`src/rtl/picosoc_timer_pkg.sv`:
```
// Shared register map, control/status bit positions and the byte-strobe merge
// helper used by the PicoSoC down-counting timer.
package picosoc_timer_pkg;

  localparam logic [7:0] TMR_CTRL   = 8'h00;
  localparam logic [7:0] TMR_LOAD   = 8'h04;
  localparam logic [7:0] TMR_COUNT  = 8'h08;
  localparam logic [7:0] TMR_STATUS = 8'h0C;
  localparam logic [7:0] TMR_PRESC  = 8'h10;

  localparam int CTRL_EN        = 0;
  localparam int CTRL_RELOAD    = 1;
  localparam int CTRL_IRQEN     = 2;
  localparam int STATUS_EXPIRED = 0;

  // Replace only the bytes whose write strobe is set.
  function automatic logic [31:0] apply_wstrb(input logic [31:0] old_val,
                                              input logic [31:0] new_val,
                                              input logic [3:0]  strb);
    logic [31:0] merged;
    merged = old_val;
    for (int i = 0; i < 4; i++) begin
      if (strb[i]) merged[8*i +: 8] = new_val[8*i +: 8];
    end
    return merged;
  endfunction

endpackage

```
`src/rtl/picosoc_timer_presc.sv`:
```
// Prescaler: counts 0..presc while enabled and flags a tick on the terminal
// count; clr restarts the count from 0.
module picosoc_timer_presc #(
  parameter int PRESC_BITS = 16
) (
  input  logic                  clk,
  input  logic                  resetn,
  input  logic                  en,
  input  logic                  clr,
  input  logic [PRESC_BITS-1:0] presc,
  output logic                  tick
);

  logic [PRESC_BITS-1:0] cnt_reg;

  assign tick = en && (cnt_reg == presc);

  always_ff @(posedge clk or negedge resetn) begin
    if (!resetn) begin
      cnt_reg <= '0;
    end else if (clr || !en || tick) begin
      cnt_reg <= '0;
    end else begin
      cnt_reg <= cnt_reg + 1'b1;
    end
  end

endmodule

```
`src/rtl/picosoc_timer.sv`:
```
// Memory-mapped down-counting timer on the PicoSoC iomem bus with prescaler,
// one-shot/auto-reload modes and a sticky expiry flag driving a level irq.
module picosoc_timer
  import picosoc_timer_pkg::*;
#(
  parameter logic [31:0] BASE_ADDR  = 32'h0300_0000,
  parameter int          PRESC_BITS = 16
) (
  input  logic        clk,
  input  logic        resetn,
  input  logic        iomem_valid,
  output logic        iomem_ready,
  input  logic [3:0]  iomem_wstrb,
  input  logic [31:0] iomem_addr,
  input  logic [31:0] iomem_wdata,
  output logic [31:0] iomem_rdata,
  output logic        irq
);

  logic [7:0]            offset;
  logic                  in_window, accept, wr_en;
  logic                  ctrl_wr, load_wr, count_wr, status_wr, presc_wr;
  logic                  tick, expire;
  logic                  en_reg, reload_reg, irq_en_reg, expired_reg, ready_reg;
  logic [31:0]           load_reg, count_reg, rdata_reg, rd_data;
  logic [PRESC_BITS-1:0] presc_reg, presc_next;

  assign offset    = iomem_addr[7:0];
  assign in_window = (iomem_addr[31:8] == BASE_ADDR[31:8]);
  assign accept    = iomem_valid && in_window && !ready_reg;
  assign wr_en     = accept && (iomem_wstrb != 4'b0000);

  assign ctrl_wr   = wr_en && (offset == TMR_CTRL) && iomem_wstrb[0];
  assign load_wr   = wr_en && (offset == TMR_LOAD);
  assign count_wr  = wr_en && (offset == TMR_COUNT);
  assign status_wr = wr_en && (offset == TMR_STATUS) && iomem_wstrb[0];
  assign presc_wr  = wr_en && (offset == TMR_PRESC);

  // A COUNT write on a tick cycle suppresses both decrement and expiry.
  assign expire = tick && !count_wr && (count_reg == 32'd0);

  for (genvar gi = 0; gi < PRESC_BITS; gi++) begin : g_presc_bit
    assign presc_next[gi] = iomem_wstrb[gi/8] ? iomem_wdata[gi] : presc_reg[gi];
  end

  picosoc_timer_presc #(
    .PRESC_BITS(PRESC_BITS)
  ) u_presc (
    .clk   (clk),
    .resetn(resetn),
    .en    (en_reg),
    .clr   (presc_wr),
    .presc (presc_reg),
    .tick  (tick)
  );

  always_comb begin
    rd_data = '0;
    case (offset)
      TMR_CTRL: begin
        rd_data[CTRL_EN]     = en_reg;
        rd_data[CTRL_RELOAD] = reload_reg;
        rd_data[CTRL_IRQEN]  = irq_en_reg;
      end
      TMR_LOAD:   rd_data = load_reg;
      TMR_COUNT:  rd_data = count_reg;
      TMR_STATUS: rd_data[STATUS_EXPIRED] = expired_reg;
      TMR_PRESC:  rd_data[PRESC_BITS-1:0] = presc_reg;
      default:    rd_data = '0;
    endcase
  end

  always_ff @(posedge clk or negedge resetn) begin
    if (!resetn) begin
      ready_reg   <= 1'b0;
      rdata_reg   <= '0;
      en_reg      <= 1'b0;
      reload_reg  <= 1'b0;
      irq_en_reg  <= 1'b0;
      expired_reg <= 1'b0;
      load_reg    <= '0;
      count_reg   <= '0;
      presc_reg   <= '0;
    end else begin
      ready_reg <= accept;
      rdata_reg <= (accept && (iomem_wstrb == 4'b0000)) ? rd_data : 32'd0;

      if (load_wr) load_reg <= apply_wstrb(load_reg, iomem_wdata, iomem_wstrb);

      if (count_wr) begin
        count_reg <= apply_wstrb(count_reg, iomem_wdata, iomem_wstrb);
      end else if (tick) begin
        if (count_reg != 32'd0) count_reg <= count_reg - 32'd1;
        else if (reload_reg)    count_reg <= load_reg;
      end

      if (ctrl_wr) begin
        en_reg     <= iomem_wdata[CTRL_EN];
        reload_reg <= iomem_wdata[CTRL_RELOAD];
        irq_en_reg <= iomem_wdata[CTRL_IRQEN];
      end else if (expire && !reload_reg) begin
        en_reg <= 1'b0;
      end

      if (expire) expired_reg <= 1'b1;
      else if (status_wr && iomem_wdata[STATUS_EXPIRED]) expired_reg <= 1'b0;

      if (presc_wr) presc_reg <= presc_next;
    end
  end

  assign iomem_ready = ready_reg;
  assign iomem_rdata = rdata_reg;
  assign irq         = expired_reg && irq_en_reg;

endmodule
```
`config.mk`:
```
export PLATFORM = sky130hd
export DESIGN_NAME = picosoc_timer
export DESIGN_NICKNAME = d
export VERILOG_FILES = /design/src/rtl/picosoc_timer_pkg.sv /design/src/rtl/picosoc_timer_presc.sv /design/src/rtl/picosoc_timer.sv
export SDC_FILE = /design/constraint.sdc
export NUM_CORES = 1
export LEC_CHECK = 0
export CORE_ASPECT_RATIO = 0.75
export CORE_UTILIZATION = 55
export DETAILED_ROUTE_END_ITERATION = 6
export PLACE_DENSITY = 0.81
export SLEW_MARGIN = 10
export SYNTH_ARGS = -nofsm -noshare
export SYNTH_HDL_FRONTEND = slang
export SYNTH_SLANG_ARGS = --single-unit
```
`constraint.sdc`:
```
create_clock -name clk -period 4.6 [get_ports clk]
set_clock_uncertainty 0.05 [all_clocks]
set_input_delay 0.46 -clock clk [delete_from_list [all_inputs] [get_ports clk]]
set_output_delay 0.46 -clock clk [all_outputs]
set_load 0.01 [all_outputs]
```
==> out/results.tsv <==
metric	value	unit
min_period_over_period	73.7	%
antenna_cells	0	
rsz0062_at_grt	no	
fillCellCount	877	
track_usage	31.2	%
ys_top_cells_by_count	dfrtp_1, nor2_1, nand2_1, mux2_1, xor2_1	
end_kind	flop	
overflow	0	
synth_mux_area_share	12.8	%
clock_sinks	133	
r2r_setup_slack	1.21	ns
setup_violations	0	
ff2ff_path_depth	6	
async_reset_ff_share	100	%
synth_cells	690	
fmax	0.295	GHz
die-area	13600	sq um
rr_endpoint	en_reg$_DFFE_PN0P_	
tritoncts	yes	
grt_pass1_vias	6067	
drc	0	
synth_top_family_by_area	simple AND/OR/NAND/NOR gates	
synthDistinctLibCells	64	
vias	6368	
crit_path_top_delay_cell	or3_2	
grt_max_degree	54	
hold_path_class	flop to flop	
relSlewSlack	39.4	%
clkTransAtPathRegs	0.06	ns
criticalPathCategory	flop to flop	
ioPinCount	105	
p_per_area	298	nW/um^2
crit_family	simple AND/OR/NAND/NOR gates	
vias_per_cell	6.59	
synth_area_leader_cell	dfrtp_1	
worstHoldStart	load_reg[2]$_DFFE_PN0P_	
final_net_count	861	
path_cells	nor3_1, nand3_2, or3_2, or4_1, o21ai_1, o21ai_1	
synthXorXnorAreaFrac	5.10	%
clockRootBuffer	clkbuf_16	
crit_required	4.85	ns
ant_nets	0	
layout-drive-gt1-share	11.8	%
tightest_slew	0.909	ns
area_growth	24.3	%
critPathLaunchType	flop	
synth_compound_area_share	11.9	%
ctsHoldBuffers	1	
cts_max_level	4	
hold_ws	0.474	ns
synth_area_leaders	dfrtp_1, mux2_1, mux2_2	
synth_top_area_share	46.1	%
synth-seq-area-share	46.1	%
grt_pass1_wl	32500	um
crit_arrival	3.64	ns
p_leak	4.02	nW
cts_made_buffers	17	
hpwl	13600	um
synth.most_common_cell	dfrtp_1	
routed_wl	20200	um
row_count	35	
post_cts_buffers	0	
critPathBufInv	0	
clock_latency	0.42	ns
fin_crit	3.39	ns
holdPathEnd	load_reg[2]$_DFFE_PN0P_	
crit_path_start	count_reg[10]$_DFFE_PN0P_	
cpMostUsedCell	o21ai_1	
synthAdderAreaFrac	0.520	%
first_iter_violations	776	
drt_pass1_iterations	5	
fp.dieW	134	um
synth-simple-area-share	20.6	%
status	finished, final reports clean	
synth_edf_count	0	
initial_core_util	57.6	%
hold_violations	0	
fp.dieH	101	um
cts_resized	0	
r2r-start	count_reg[10]$_DFFE_PN0P_	
antenna_found_initial	0	
wire_per_inst	20.9	um
io_buffers	104	
gp_congestion	0.878	
holdPathStages	1	
netlist_area	7220	sq um
cts_max_path_buffers	2	
slew_viol_final	0	
crit_fanout	37	
synthesis.nets	764	
synth_flop_cell	dfrtp_1	
ys_ff_latch	133	
core-area	12500	sq um
avgSynthCellArea	10.5	sq um
slowest_delay	0.96	ns
yosys_warnings	0	
maxCapViolCount	0	
tns	0	ns
vdd_drop_max	0.259	mV
## per-stage QoR
step	setup slack [ns]	instance area, sq um	power, mW	cells	util (%)
global route	1.11	8970	2.73	966	71.6
CTS	1.26	8970	2.68	966	71.6
global placement	1.17	8360	1.30	933	66.8
floorplan	2.08	7220	1.20	690	-
finish	1.21	8970	2.67	966	71.6
detailed placement	1.14	8360	1.30	933	66.8
## cells by family after synthesis
kind of cell	Yosys count
simple gates	260
flops	133
compound gates	121
mux	84
buf+inv	47
xor+xnor	42
fa+ha+maj	3
## how the worst max path moves through the flow
stage	endpoint	slack, ns	cells past startpoint
floorplan	load_reg[0]$_DFFE_PN0P_	2.08	7
CTS	en_reg$_DFFE_PN0P_	1.26	6
finish	en_reg$_DFFE_PN0P_	1.21	6
global route	en_reg$_DFFE_PN0P_	1.11	6
global placement	count_reg[18]$_DFFE_PN0P_	1.17	6
detailed placement	count_reg[22]$_DFFE_PN0P_	1.14	6
## layout make-up
| cell class | instances | area (sq um) | share of cell area [%] |
|---|---|---|---|
| multi-input cells | 510 | 3680 | 41.0 |
| clock inverters | 12 | 154 | 1.72 |
| flip-flops and latches | 133 | 3330 | 37.1 |
| inverters | 10 | 37.5 | 0.418 |
| clock buffers | 20 | 447 | 4.98 |
| repair buffers | 115 | 1120 | 12.5 |
| well taps | 166 | 208 | 2.31 |
## cell usage in the layout (no fill, tap or decap), types with 12 or more instances in the layout
master	Yosys	routed
nor4_1	16	16
a222oi_1	15	15
nand2_1	50	50
o21ai_0	25	25
mux2i_1	16	16
nor3_1	14	14
xor2_1	32	32
a22oi_1	20	20
clkdlybuf4s50_1	0	103
or4_1	12	12
nor2_1	69	69
a21oi_1	21	21
mux2_2	25	25
mux2_1	43	43
nand3_1	26	26
clkbuf_16	0	17
dfrtp_1	133	133
## where the power goes
| part | switching, mW | leakage [nW] | internal [mW] |
|---|---|---|---|
| sequential | 0.00000000696 | 1.78 | 1.17 |
| clock | 0.527 | 0.286 | 0.866 |
| combinational | 0.0505 | 1.95 | 0.0583 |
| total | 0.577 | 4.02 | 2.09 |
## per-layer routing
layer | global-route usage [%] | vias up | wire length [um]
met5 | 0 | - | 0
met4 | 11.3 | 0 | 427
met3 | 6.51 | 47 | 2350
met2 | 48.1 | 455 | 9100
met1 | 43.9 | 3104 | 8330
li1 | - | 2762 | -
(Power assumes the default switching activity.)
